File: src/rtl/inst_fetch_unit.sv
// Instruction fetch unit: direct-mapped one-word-line I-cache feeding a
// circular instruction queue, with flush/redirect and miss-abort handling.
module inst_fetch_unit #(
  parameter int ADDR_W       = 32,
  parameter int INST_W       = 32,
  parameter int ICACHE_LINES = 64,
  parameter int IQ_DEPTH     = 8,
  parameter logic [ADDR_W-1:0] RESET_PC = '0
) (
  input  logic              clk,
  input  logic              rst,
  input  logic              rdy,
  input  logic              flush_i,
  input  logic [ADDR_W-1:0] flush_pc_i,
  output logic              mem_req_o,
  output logic [ADDR_W-1:0] mem_addr_o,
  input  logic              mem_done_i,
  input  logic [INST_W-1:0] mem_data_i,
  input  logic              deq_i,
  output logic              iq_valid_o,
  output logic [ADDR_W-1:0] iq_pc_o,
  output logic [INST_W-1:0] iq_inst_o,
  output logic              iq_full_o
);

  localparam int IDX   = $clog2(ICACHE_LINES);
  localparam int TAG_W = ADDR_W - IDX - 2;
  localparam int PW    = $clog2(IQ_DEPTH);
  localparam int CW    = $clog2(IQ_DEPTH + 1);
  localparam logic [ADDR_W-1:0] ALIGN = ~ADDR_W'(3);

  typedef enum logic [1:0] {
    IDLE,
    MISS,
    ABORT
  } state_t;

  state_t state;

  logic [ICACHE_LINES-1:0] line_valid;
  logic [TAG_W-1:0]        tag_mem  [ICACHE_LINES];
  logic [INST_W-1:0]       data_mem [ICACHE_LINES];

  logic [ADDR_W-1:0] q_pc   [IQ_DEPTH];
  logic [INST_W-1:0] q_inst [IQ_DEPTH];
  logic [PW-1:0]     head;
  logic [PW-1:0]     tail;
  logic [CW-1:0]     count;

  logic [ADDR_W-1:0] fetch_pc;

  logic [IDX-1:0]    idx;
  logic [TAG_W-1:0]  tag;
  logic [IDX-1:0]    fill_idx;
  logic [TAG_W-1:0]  fill_tag;
  logic              hit;
  logic              full;
  logic              fill;
  logic              push;
  logic              pop;
  logic [ADDR_W-1:0] push_pc;
  logic [INST_W-1:0] push_inst;

  assign idx      = fetch_pc[IDX+1:2];
  assign tag      = fetch_pc[ADDR_W-1:IDX+2];
  assign fill_idx = mem_addr_o[IDX+1:2];
  assign fill_tag = mem_addr_o[ADDR_W-1:IDX+2];
  assign hit      = line_valid[idx] && (tag_mem[idx] == tag);
  assign full     = (count == CW'(IQ_DEPTH));
  assign fill     = (state != IDLE) && mem_done_i;
  assign pop      = deq_i && (count != '0) && !flush_i;

  always_comb begin
    push      = 1'b0;
    push_pc   = fetch_pc;
    push_inst = data_mem[idx];
    if (!flush_i) begin
      case (state)
        IDLE: push = hit && !full;
        MISS: begin
          push      = mem_done_i;
          push_pc   = mem_addr_o;
          push_inst = mem_data_i;
        end
        default: push = 1'b0;
      endcase
    end
  end

  always_ff @(posedge clk) begin
    if (rst) begin
      state      <= IDLE;
      fetch_pc   <= RESET_PC & ALIGN;
      line_valid <= '0;
      head       <= '0;
      tail       <= '0;
      count      <= '0;
      mem_req_o  <= 1'b0;
      mem_addr_o <= '0;
    end else if (rdy) begin
      if (fill) line_valid[fill_idx] <= 1'b1;
      if (flush_i) begin
        head     <= '0;
        tail     <= '0;
        count    <= '0;
        fetch_pc <= flush_pc_i & ALIGN;
      end else begin
        if (push) tail <= tail + PW'(1);
        if (pop)  head <= head + PW'(1);
        case ({push, pop})
          2'b10:   count <= count + CW'(1);
          2'b01:   count <= count - CW'(1);
          default: count <= count;
        endcase
        if (push) fetch_pc <= fetch_pc + ADDR_W'(4);
      end
      case (state)
        IDLE: begin
          if (!flush_i && !hit && !full) begin
            state      <= MISS;
            mem_req_o  <= 1'b1;
            mem_addr_o <= fetch_pc;
          end
        end
        MISS: begin
          if (mem_done_i) begin
            state     <= IDLE;
            mem_req_o <= 1'b0;
          end else if (flush_i) begin
            state <= ABORT;
          end
        end
        ABORT: begin
          if (mem_done_i) begin
            state     <= IDLE;
            mem_req_o <= 1'b0;
          end
        end
        default: state <= IDLE;
      endcase
    end
  end

  // Array storage carries no reset; line_valid and count gate every read.
  always_ff @(posedge clk) begin
    if (!rst && rdy) begin
      if (fill) begin
        tag_mem[fill_idx]  <= fill_tag;
        data_mem[fill_idx] <= mem_data_i;
      end
      if (push) begin
        q_pc[tail]   <= push_pc;
        q_inst[tail] <= push_inst;
      end
    end
  end

  assign iq_valid_o = (count != '0);
  assign iq_full_o  = full;
  assign iq_pc_o    = q_pc[head];
  assign iq_inst_o  = q_inst[head];

endmodule

File: config.mk
export PLATFORM = sky130hd
export DESIGN_NAME = inst_fetch_unit
export DESIGN_NICKNAME = d
export VERILOG_FILES = /design/src/rtl/inst_fetch_unit.sv
export SDC_FILE = /design/constraint.sdc
export NUM_CORES = 2
export LEC_CHECK = 0
export BUFFER_PORTS_ARGS = -buffer_cell sky130_fd_sc_hd__buf_2
export CORE_ASPECT_RATIO = 1.4
export CORE_MARGIN = 10
export CORE_UTILIZATION = 40
export CTS_CLUSTER_SIZE = 40
export DETAILED_ROUTE_END_ITERATION = 6
export SLEW_MARGIN = 0
export SYNTH_ARGS = -nofsm -noshare
export SYNTH_HDL_FRONTEND = slang
export SYNTH_SLANG_ARGS = --single-unit
export TNS_END_PERCENT = 1
File: constraint.sdc
create_clock -name clk -period 9.65 [get_ports clk]
set_input_delay 0.4825 -clock clk [delete_from_list [all_inputs] [get_ports clk]]
set_output_delay 0.4825 -clock clk [all_outputs]
set_load 0.1 [all_outputs]
==> out/qor.csv <==
metric,value,unit
outcome,completed,
cp.arrival,8.32,ns
rr_worst_depth,13,
clk_pin_slew_worst_paths,0.06,ns
grt_max_degree,155,
dp.cells,12829,
cts_tree,built,
nets,7892,
holdPathStages,3,
dp_hpwl,264,mm
crit_path_max_fanout,105,
numCtsBuffers,391,
syn_to_final_growth,13.3,%
slew_headroom,0.106,
crit_required,10.24,ns
drv_slew,0,
post-route-min-period,7.73,ns
clockBufferDepth,4,
fillCellCount,33645,
power.total,37.1,mW
initial_core_util,0.401,
ys_ff_latch,4226,
pwr_density_cell,201,nW/µm²
internal_power,29.3,mW
cts.sinks,4226,
endpoint_kind,flip-flop,
drc,0,
use_met1,0.276,
chipWidth,560,µm
first_iter_violations,10424,
hold_path_class,in2reg,
insertion_delay,0.96,ns
yosysWarnings,0,
switching_power,7.82,mW
ioPinCount,169,
wirelength,487,mm
clock-skew-final,0.0823,ns
pwr-share-seq,0.542,
die_area,434000,µm²
ir_worst_vdd,137,µV
postSynthAreaPerCell,22.1,µm²
first_pass_iters,7,
regArea,126000,µm²
fin_util,0.455,
grt_remaining_overflow,0,
max_freq,129,MHz
cp-start-kind,flip-flop,
finalNonFillerCells,13566,
synth_edf_count,4080,
num_vias,81369,
drt-vias-per-instance,6.00,
routedWlPerCell,35.9,µm
power_frac_comb,0.043,
worst_hold_startpoint,flush_pc_i[6],
track_usage,0.218,
cts_root_buf,clkbuf_16,
grt.met3_usage,0.0362,
antenna_found_initial,27,
rsz0062_at_grt,no,
io_buffers,162,
syn_area,163000,µm²
cts_max_level,5,
ys_seq_area_frac,0.769,
ys_types,83,
drv_cap,0,
place.gp.congestion,0.841,
worst_slew_pin_slew,1.34,ns
min_period_over_period,0.801,
finalSetupViolCount,0,
synthCells,7369,
grt_first_pass_wirelength,670,mm
r2r-end,q_pc[7][27]$_DFFE_PP_,
multiInputGateArea,36200,µm²
global_route.usage.met2,0.369,
hold_viol,0,
num_rows,277,
synth_async_sr_flop_share,0,
p_leak,56.5,nW
synth_top_flop_cell,edfxtp_1,
grt.busiest_layer,met2,
timing_worst_setup_path_type,reg2reg,
drtAntennaViolNets,0,
fp.dieH,776,µm
post-cts-setup-buffer-count,0,
post_route_cells_drive_above_1_share,0.283,
coreArea,407000,µm²
clockPowerShare,0.415,
grt_pass1_vias,82276,
ff2ff_setup_slack,1.92,ns
swShare,0.211,
==> what timing repair did <==
action | 4_1_cts | 5_1_grt
hold buffers | 30 | 0
gates resized for setup | 0 | 0
endpoints found under the hold margin | 35 | 0
==> cell families after synthesis <==
group,Yosys count,share of synthesized area
fa+ha+maj,10,0.000813
xor+xnor,16,0.000859
mux,1588,0.176
simple gates,580,0.0183
other cells,1,0.0000230
flops,4226,0.769
buf+inv,438,0.0126
compound gates,510,0.0226
==> final cells by class <==
cell class,count,area share
diodes,3,0.0000406
clock buffers,476,0.0556
clock inverters,228,0.0122
inverters,21,0.000426
multi-input cells,2708,0.196
flip-flops and latches,4226,0.679
well taps,5440,0.0368
repair buffers,464,0.0202
==> state kept, by name, summed over array words and instances, names as in the netlist, 2 cells and up, named ones only <==
name,flops
data_mem,2048
tag_mem,1536
q_inst,256
q_pc,240
line_valid,64
fetch_pc,30
mem_addr_o,30
count,4
head,3
tail,3
state,2
==> worst max path at each step <==
stage / start / end / slack (ns)
after floorplan: flip-flop / q_inst[0][0]$_DFFE_PP_ / -0.74
after global placement: flip-flop / q_pc[7][14]$_DFFE_PP_ / 1.98
after detailed placement: flip-flop / q_pc[7][29]$_DFFE_PP_ / 1.98
after CTS: flip-flop / q_pc[7][27]$_DFFE_PP_ / 1.97
after global routing: flip-flop / q_pc[7][27]$_DFFE_PP_ / 1.60
final: flip-flop / q_pc[7][27]$_DFFE_PP_ / 1.92
==> per-layer routing <==
metal | up-vias | share of wire
met2 | 3893 | 0.50
met4 | 24 | 0.054
met3 | 936 | 0.076
li1 | 32095 | -
met5 | - | 0.00030
met1 | 44421 | 0.37
==> per-stage QoR <==
step / hold slack [ns] / setup TNS (ns) / area, µm² / setup WS [ns]
6_report: 0.0913 / 0 / 185000 / 1.92
2_1_floorplan: 0.421 / -121.65 / 163000 / -0.741
4_1_cts: 0.0459 / 0 / 185000 / 1.97
5_1_grt: 0.110 / 0 / 185000 / 1.60
3_5_place_dp: 0.438 / 0 / 172000 / 1.98
3_3_place_gp: 0.427 / 0 / 172000 / 1.98
==> synthesized netlist by cell type, types with 7 or more instances <==
cell | count | area share
inv_1 | 19 | 0.00044
mux2_2 | 159 | 0.011
nor2_1 | 159 | 0.0037
a22oi_1 | 179 | 0.0082
buf_4 | 63 | 0.0029
and2_1 | 9 | 0.00035
o211ai_1 | 13 | 0.00060
mux2i_1 | 422 | 0.026
o41ai_1 | 9 | 0.00048
o21ai_0 | 41 | 0.0013
ha_1 | 9 | 0.00069
a21o_1 | 67 | 0.0031
or3_1 | 12 | 0.00046
mux4_2 | 1007 | 0.14
nand3_1 | 97 | 0.0030
a211oi_1 | 11 | 0.00051
nor2b_1 | 28 | 0.0011
o22ai_1 | 41 | 0.0016
buf_2 | 53 | 0.0016
buf_1 | 75 | 0.0017
edfxtp_1 | 4080 | 0.75
clkbuf_1 | 211 | 0.0049
nor3_1 | 35 | 0.0011
a32oi_1 | 9 | 0.00048
xor2_1 | 8 | 0.00043
nand2b_1 | 15 | 0.00058
o31ai_1 | 8 | 0.00037
xnor2_1 | 8 | 0.00043
a21oi_1 | 45 | 0.0014
nor3b_1 | 17 | 0.00078
and3_1 | 14 | 0.00054
o2111ai_1 | 7 | 0.00038
nor4b_1 | 7 | 0.00038
nand4_1 | 25 | 0.00096
nand2_1 | 95 | 0.0022
dfxtp_1 | 146 | 0.018
nor4_1 | 17 | 0.00065
a31oi_1 | 9 | 0.00035
a31o_2 | 10 | 0.00054
buf_6 | 15 | 0.0010
==> layout by cell type, fill, tap and decap left out, drive strengths merged, types with 39 or more instances in the layout <==
cell type  instances
clkinv           162
mux4            1007
clkbuf           476
bufinv            39
nand3             98
a22oi            179
edfxtp          4080
nor2             160
a21o              67
mux2             159
nand2             95
a21oi             46
o22ai             41
o21ai             43
dfxtp            146
mux2i            422
buf              434
==> critical path, cell delays in order, from the launching register on <==
cell	delay, ns
dfxtp_4	0.80
buf_12	0.34
buf_12	0.60
nand2_1	0.57
a2111oi_0	0.60
a31oi_1	0.12
a31oi_1	0.40
o21ai_0	0.26
a2111oi_2	0.52
nand4_2	0.44
o21ai_4	0.80
nand2_1	0.47
nor3_2	0.80
buf_4	0.41
==> power by group through the flow <==
| stage | registers (mW) | logic (mW) | clock network (mW) |
|---|---|---|---|
| 2_1_floorplan | 20.5 | 0.970 | 0 |
| 3_3_place_gp | 20.5 | 1.56 | 0 |
| 3_5_place_dp | 20.5 | 1.59 | 0 |
| 4_1_cts | 20.1 | 1.60 | 15.6 |
| 5_1_grt | 20.1 | 1.67 | 16.3 |
| 6_report | 20.1 | 1.59 | 15.4 |
Note: power is estimated with default switching activity, not from simulation.
